## src/rtl/mux4_rr_arbiter.sv

```systemverilog
// mux4_rr_arbiter: round-robin arbiter that owns the select of a shared 4:1
// data mux. One requester is granted at a time and keeps the grant while it
// holds its request high. The selected data is registered onto y.
// Optional feature macro: HOLD_TIMEOUT_EN. When it is defined, an owner that
// has held the grant for MAX_HOLD cycles is forced to rotate if anyone else
// is waiting.
module mux4_rr_arbiter #(
   parameter int WIDTH    = 8,
   parameter int MAX_HOLD = 4
) (
   input  logic               clk,
   input  logic               rst,
   input  logic [3:0]         req,
   input  logic [4*WIDTH-1:0] d,
   output logic [3:0]         gnt,
   output logic [1:0]         s,
   output logic               gnt_valid,
   output logic [WIDTH-1:0]   y,
   output logic               y_valid
);

   typedef enum logic {
      IDLE  = 1'b0,
      GRANT = 1'b1
   } state_t;

   state_t             state_q, state_d;
   logic [3:0]         gnt_q, gnt_d;
   logic [1:0]         s_q, s_d;
   logic [1:0]         last_q, last_d;
   logic [WIDTH-1:0]   y_q, y_d;
   logic               y_valid_q, y_valid_d;

`ifdef HOLD_TIMEOUT_EN
   localparam logic [7:0] HoldLimit = 8'(MAX_HOLD - 1);
   logic [7:0]         hold_q, hold_d;
   logic [3:0]         others;
`endif

   // Returns {found, index}: the first set request bit scanning from the
   // position just after lst and wrapping round, so lst itself comes last.
   function automatic logic [2:0] pickNext(input logic [3:0] r, input logic [1:0] lst);
      logic [2:0] res;
      logic [1:0] idx;
      res = 3'b000;
      for (int k = 4; k >= 1; k--) begin
         idx = lst + 2'(k);
         if (r[idx]) res = {1'b1, idx};
      end
      return res;
   endfunction

   logic [2:0] winIdle;
   logic [2:0] winRel;

   assign winIdle = pickNext(req, last_q);
   assign winRel  = pickNext(req, s_q);

   // Next-state logic for the grant FSM, the select and the rotation pointer.
   always_comb begin
      state_d = state_q;
      gnt_d   = gnt_q;
      s_d     = s_q;
      last_d  = last_q;
`ifdef HOLD_TIMEOUT_EN
      hold_d  = hold_q;
      others  = req & ~(4'b0001 << s_q);
`endif
      case (state_q)
         IDLE: begin
            if (winIdle[2]) begin
               state_d = GRANT;
               gnt_d   = 4'b0001 << winIdle[1:0];
               s_d     = winIdle[1:0];
`ifdef HOLD_TIMEOUT_EN
               hold_d  = 8'd0;
`endif
            end
         end
         GRANT: begin
            if (req[s_q]) begin
`ifdef HOLD_TIMEOUT_EN
               if (hold_q == HoldLimit) begin
                  hold_d = 8'd0;
                  if (others != 4'b0000) begin
                     last_d = s_q;
                     gnt_d  = 4'b0001 << winRel[1:0];
                     s_d    = winRel[1:0];
                  end
               end else if (hold_q != 8'hFF) begin
                  hold_d = hold_q + 8'd1;
               end
`endif
            end else begin
               last_d = s_q;
               if (winRel[2]) begin
                  gnt_d  = 4'b0001 << winRel[1:0];
                  s_d    = winRel[1:0];
`ifdef HOLD_TIMEOUT_EN
                  hold_d = 8'd0;
`endif
               end else begin
                  state_d = IDLE;
                  gnt_d   = 4'b0000;
               end
            end
         end
         default: begin
            state_d = IDLE;
            gnt_d   = 4'b0000;
         end
      endcase
   end

   // Registered mux output: capture the owner's data while it still requests.
   always_comb begin
      y_valid_d = gnt_valid && req[s_q];
      y_d       = y_q;
      if (y_valid_d) y_d = d[s_q*WIDTH +: WIDTH];
   end

   // State registers with synchronous reset; pointer resets to 3 so that
   // requester 0 has top priority afterwards.
   always_ff @(posedge clk) begin
      if (rst) begin
         state_q   <= IDLE;
         gnt_q     <= 4'b0000;
         s_q       <= 2'd0;
         last_q    <= 2'd3;
         y_q       <= '0;
         y_valid_q <= 1'b0;
`ifdef HOLD_TIMEOUT_EN
         hold_q    <= 8'd0;
`endif
      end else begin
         state_q   <= state_d;
         gnt_q     <= gnt_d;
         s_q       <= s_d;
         last_q    <= last_d;
         y_q       <= y_d;
         y_valid_q <= y_valid_d;
`ifdef HOLD_TIMEOUT_EN
         hold_q    <= hold_d;
`endif
      end
   end

   assign gnt       = gnt_q;
   assign s         = s_q;
   assign gnt_valid = |gnt_q;
   assign y         = y_q;
   assign y_valid   = y_valid_q;

endmodule

```

## config.mk

```make
export PLATFORM = sky130hd
export DESIGN_NAME = mux4_rr_arbiter
export DESIGN_NICKNAME = d
export VERILOG_FILES = /design/src/rtl/mux4_rr_arbiter.sv
export SDC_FILE = /design/constraint.sdc
export NUM_CORES = 1
export LEC_CHECK = 0
export BUFFER_PORTS_ARGS = -buffer_cell sky130_fd_sc_hd__buf_2
export CAP_MARGIN = 20
export CORE_UTILIZATION = 46
export CTS_CLUSTER_DIAMETER = 40
export DETAILED_ROUTE_END_ITERATION = 10
export GPL_TIMING_DRIVEN = 1
export PLACE_DENSITY_LB_ADDON = 0.25
export SLEW_MARGIN = 20
export SYNTH_ARGS = -nofsm -noshare
export SYNTH_HDL_FRONTEND = slang
export SYNTH_SLANG_ARGS = --single-unit
```

## constraint.sdc

```tcl
create_clock -name clk -period 1.8 [get_ports clk]
set_input_delay 0.27 -clock clk [delete_from_list [all_inputs] [get_ports clk]]
set_output_delay 0.27 -clock clk [all_outputs]
set_load 0.005 [all_outputs]
```

==> results by group <==
Run status
  • Status: finished, final reports clean

Clocking
  • CTS Buf Count: 3
  • Post-CTS clock slew at the launch and capture registers of the worst setup and hold paths: 0.10 ns
  • Postcts setup bufs: 0
  • Buffer type at the clock tree root: sky130_fd_sc_hd__clkbuf_4
  • Sinks on Clock Net: 18
  • Clock tree from TritonCTS: built
  • Number of buffers between clock root and the deepest sink: 2
  • CTS HTree Levels: 1
  • Clock network latency to the later pin of the worst-skew pair: ~0.29 ns

Route
  • Per-cell via count in the routed design: roughly 5.7
  • Number of search-and-repair iterations in the first detailed-routing pass: 4
  • DR DRC count: 0
  • Routed WL per cell: approximately 14 µm
  • Via count of the routed design: about 1200
  • Final antenna-violating net count: 0
  • Detailed Route WL: just under 3000 µm
  • Iter 0 DRT Violations: 16

Pwr
  • Net switching fraction of the power: 32.4%
  • Total internal power: 0.842 mW
  • Leakage: roughly 0.72 nW
  • P per Cell Area: 845 nW/µm²
  • Sw Pwr: between 0.4 and 0.5 mW
  • Share of total power in sequential cells: approximately 40%
  • Clk network pwr share: 20.0%
  • Largest vdd supply drop: 459 µV
  • Combinational cell fraction of total power: about two fifths

Timing
  • Skew final: ~0.0024 ns
  • Unrepaired setup endpoints after global routing: no
  • Minimum clock period after layout: around 1.7 ns
  • Total Negative Setup Slacks: 0 ns
  • Actual transition at the worst max-transition pin: roughly 0.38 ns
  • Achievable Freq: 0.602 GHz
  • Setup slack of the critical path after layout: 0.138 ns
  • Final clock period utilization by the worst path: about 90%
  • Hold Violations, Final: 0
  • Max-slew headroom at the worst pin: between 70 and 80%
  • Hold WS: between 0.2 and 0.3 ns
  • Slew Limit Fails: 0
  • Setup violations, final: 0

Placement
  • Hpwl dp: about 2400 µm
  • Placement Setup Slack: about 0.070 ns
  • Number of buffers inserted by port buffering: 53
  • Final weighted congestion of routability-driven global placement: between 0.8 and 0.9

Critical path
  • R2r worst-path depth: 5
  • Worst Path Max Fanout: 3
  • Critical path data arrival time: between 1 and 1.5 ns
  • CP Launch Type: flip-flop
  • Worst Path Required: between 1.5 and 2 ns
  • Reg2reg end: gnt[1]$_SDFFE_PP0P_
  • Register-to-Register Setup Slack: roughly 0.15 ns
  • Category of the worst setup path capture point: output pin
  • Critical R2R Launch: s[0]$_SDFFE_PP0P_
  • Critical path type: flip-flop to output pin

Synth
  • Count of state elements after synthesis: 18
  • Net count after synthesis: ~160
  • Count of different cell masters after synthesis: 34
  • Post-Syn Area: around 1100 µm²
  • Part of the Yosys area used for sequential elements: 31.6%
  • Synthesized instance count: 120
  • Share of synthesized registers carrying an async set or reset: 0%
  • Synth Warn #: 0
  • Post-synth EDFFs: 0
  • Post-synthesis area per instance: 9.50 µm²
  • Most instantiated flip-flop cell in the synthesis netlist: sky130_fd_sc_hd__dfxtp_1

Finish
  • Final-layout fill cell count: around 200
  • Area taken by multi-input logic gates: 711 µm²
  • Proportion of layout cells with a drive suffix above 1: between 40 and 50%
  • Area Growth Syn to Fin: 29.2%
  • Final Net Count: roughly 210
  • Final Core Density: 64.7%
  • Area taken by flip-flops and latches: ~360 µm²
  • ANT cells: 0
  • Most common cell after layout, fill and taps aside: sky130_fd_sc_hd__buf_2
  • Most used cells in the layout excluding fill and tap cells: 53 x sky130_fd_sc_hd__buf_2, 19 x sky130_fd_sc_hd__nor2_1, 17 x sky130_fd_sc_hd__dfxtp_1, 9 x sky130_fd_sc_hd__mux4_2, 9 x sky130_fd_sc_hd__mux2i_1

Global route
  • Wire length of the first global-routing pass: 4590 µm
  • Global Route Usage Sum: about 23%
  • Pin count of the biggest net entering global routing: 14
  • Residual overflow from global routing: 0
  • Number of antenna violations at the first check in global routing: 0
  • Via count of the first global-routing pass: 1045

Floorplanning
  • Num ports: between 50 and 60
  • Cell Rows: 17
  • Die boundary height: between 50 and 60 µm
  • Die W: around 52 µm
  • Die Outline Area: between 2000 and 3000 µm²
  • CORE AREA: approximately 2300 µm²
  • Initial core utilization: between 50% and 60%

Min path
  • Worst hold path class: input port to flip-flop
  • Hold Path Cell Cnt: 2
  • Min-Delay Endpoint: y[5]$_SDFFE_PP0P_
  • Startpoint of the tightest hold check path: rst

Job
  • Max-cap violations: 0
-- flip-flops by register name, indices dropped and copies added, names as in the netlist --
register	cells
s	2
last_q	2
gnt	4
y	8
state_q	1
y_valid	1
-- layer usage --
layer | global-route usage (%) | vias to the layer above | routed length [µm]
met1 | 27.2 | 543 | 1240
met5 | 0 | - | 0
li1 | - | 552 | -
met2 | 42.4 | 58 | 1420
met4 | 8.11 | 0 | 46
met3 | 3.22 | 4 | 203
-- power by group through the flow --
stage / Combinational (mW) / Clock [mW] / Sequential (mW)
2_1_floorplan: 0.342 / 0 / 0.502
3_3_place_gp: 0.484 / 0 / 0.502
3_5_place_dp: 0.500 / 0 / 0.506
4_1_cts: 0.501 / 0.257 / 0.496
5_1_grt: 0.545 / 0.271 / 0.504
6_report: 0.498 / 0.249 / 0.498
-- critical path, cell delays in order (launching register included) --
cell and delay (ns):
sky130_fd_sc_hd__dfxtp_1 0.33, sky130_fd_sc_hd__or4_1 0.60, sky130_fd_sc_hd__buf_2 0.17
-- what timing repair did --
action | in CTS | in global routing
gates resized for setup | 0 | 1
hold buffers | 0 | 0
setup endpoints to repair | 0 | 2
-- cell type report --
type | instances | area share (%)
inverters | 5 | 1.27
flip-flops and latches | 18 | 24.6
repair buffers | 59 | 21.1
multi-input cells | 88 | 48.3
clock buffers | 4 | 2.46
well taps | 28 | 2.38
-- worst max-delay path by stage --
stage	startpoint	slack, ns	to
2_1_floorplan	s[0]$_SDFFE_PP0P_	0.19	gnt[1]$_SDFFE_PP0P_
3_3_place_gp	s[1]$_SDFFE_PP0P_	0.18	gnt[1]$_SDFFE_PP0P_
3_5_place_dp	s[1]$_SDFFE_PP0P_	0.07	gnt[1]$_SDFFE_PP0P_
4_1_cts	s[1]$_SDFFE_PP0P_	0.07	gnt[1]$_SDFFE_PP0P_
5_1_grt	s[1]$_SDFFE_PP0P_	0.05	gnt[1]$_SDFFE_PP0P_
6_report	gnt[0]$_SDFFE_PP0P_	0.14	gnt_valid
-- cells in the mapped netlist (2+ instances only) --
master | count | area, µm²
sky130_fd_sc_hd__a221oi_1 | 4 | 35.0
sky130_fd_sc_hd__clkbuf_1 | 3 | 11.3
sky130_fd_sc_hd__o21ai_0 | 7 | 35.0
sky130_fd_sc_hd__mux2i_1 | 9 | 90.1
sky130_fd_sc_hd__nor2_1 | 19 | 71.3
sky130_fd_sc_hd__inv_1 | 5 | 18.8
sky130_fd_sc_hd__a211oi_1 | 2 | 15.0
sky130_fd_sc_hd__nor3_1 | 2 | 10.0
sky130_fd_sc_hd__o21a_1 | 4 | 30.0
sky130_fd_sc_hd__nand2b_1 | 2 | 12.5
sky130_fd_sc_hd__dfxtp_1 | 18 | 360
sky130_fd_sc_hd__nor2b_1 | 3 | 18.8
sky130_fd_sc_hd__a21oi_1 | 3 | 15.0
sky130_fd_sc_hd__nand2_2 | 2 | 12.5
sky130_fd_sc_hd__nand2_1 | 6 | 22.5
sky130_fd_sc_hd__buf_2 | 4 | 20.0
sky130_fd_sc_hd__o211ai_1 | 2 | 15.0
sky130_fd_sc_hd__mux4_2 | 9 | 203
-- kinds of logic after synthesis --
kind of cell           count (synthesis)  synth area share (%)
AOI/OAI and AO/OA                     31                  20.1
buffers and inverters                 14                  6.04
DFF                                   18                  31.6
muxes                                 19                  26.7
and+or+nand+nor                       38                  15.6
-- metrics by stage --
step | std cells | area, µm² | power [mW]
6_report | 202 | 1470 | 1.24
4_1_cts | 202 | 1470 | 1.25
3_3_place_gp | 198 | 1440 | 0.986
3_5_place_dp | 198 | 1440 | 1.01
5_1_grt | 202 | 1470 | 1.32
2_1_floorplan | 120 | 1140 | 0.844
(Power assumes the default switching activity.)
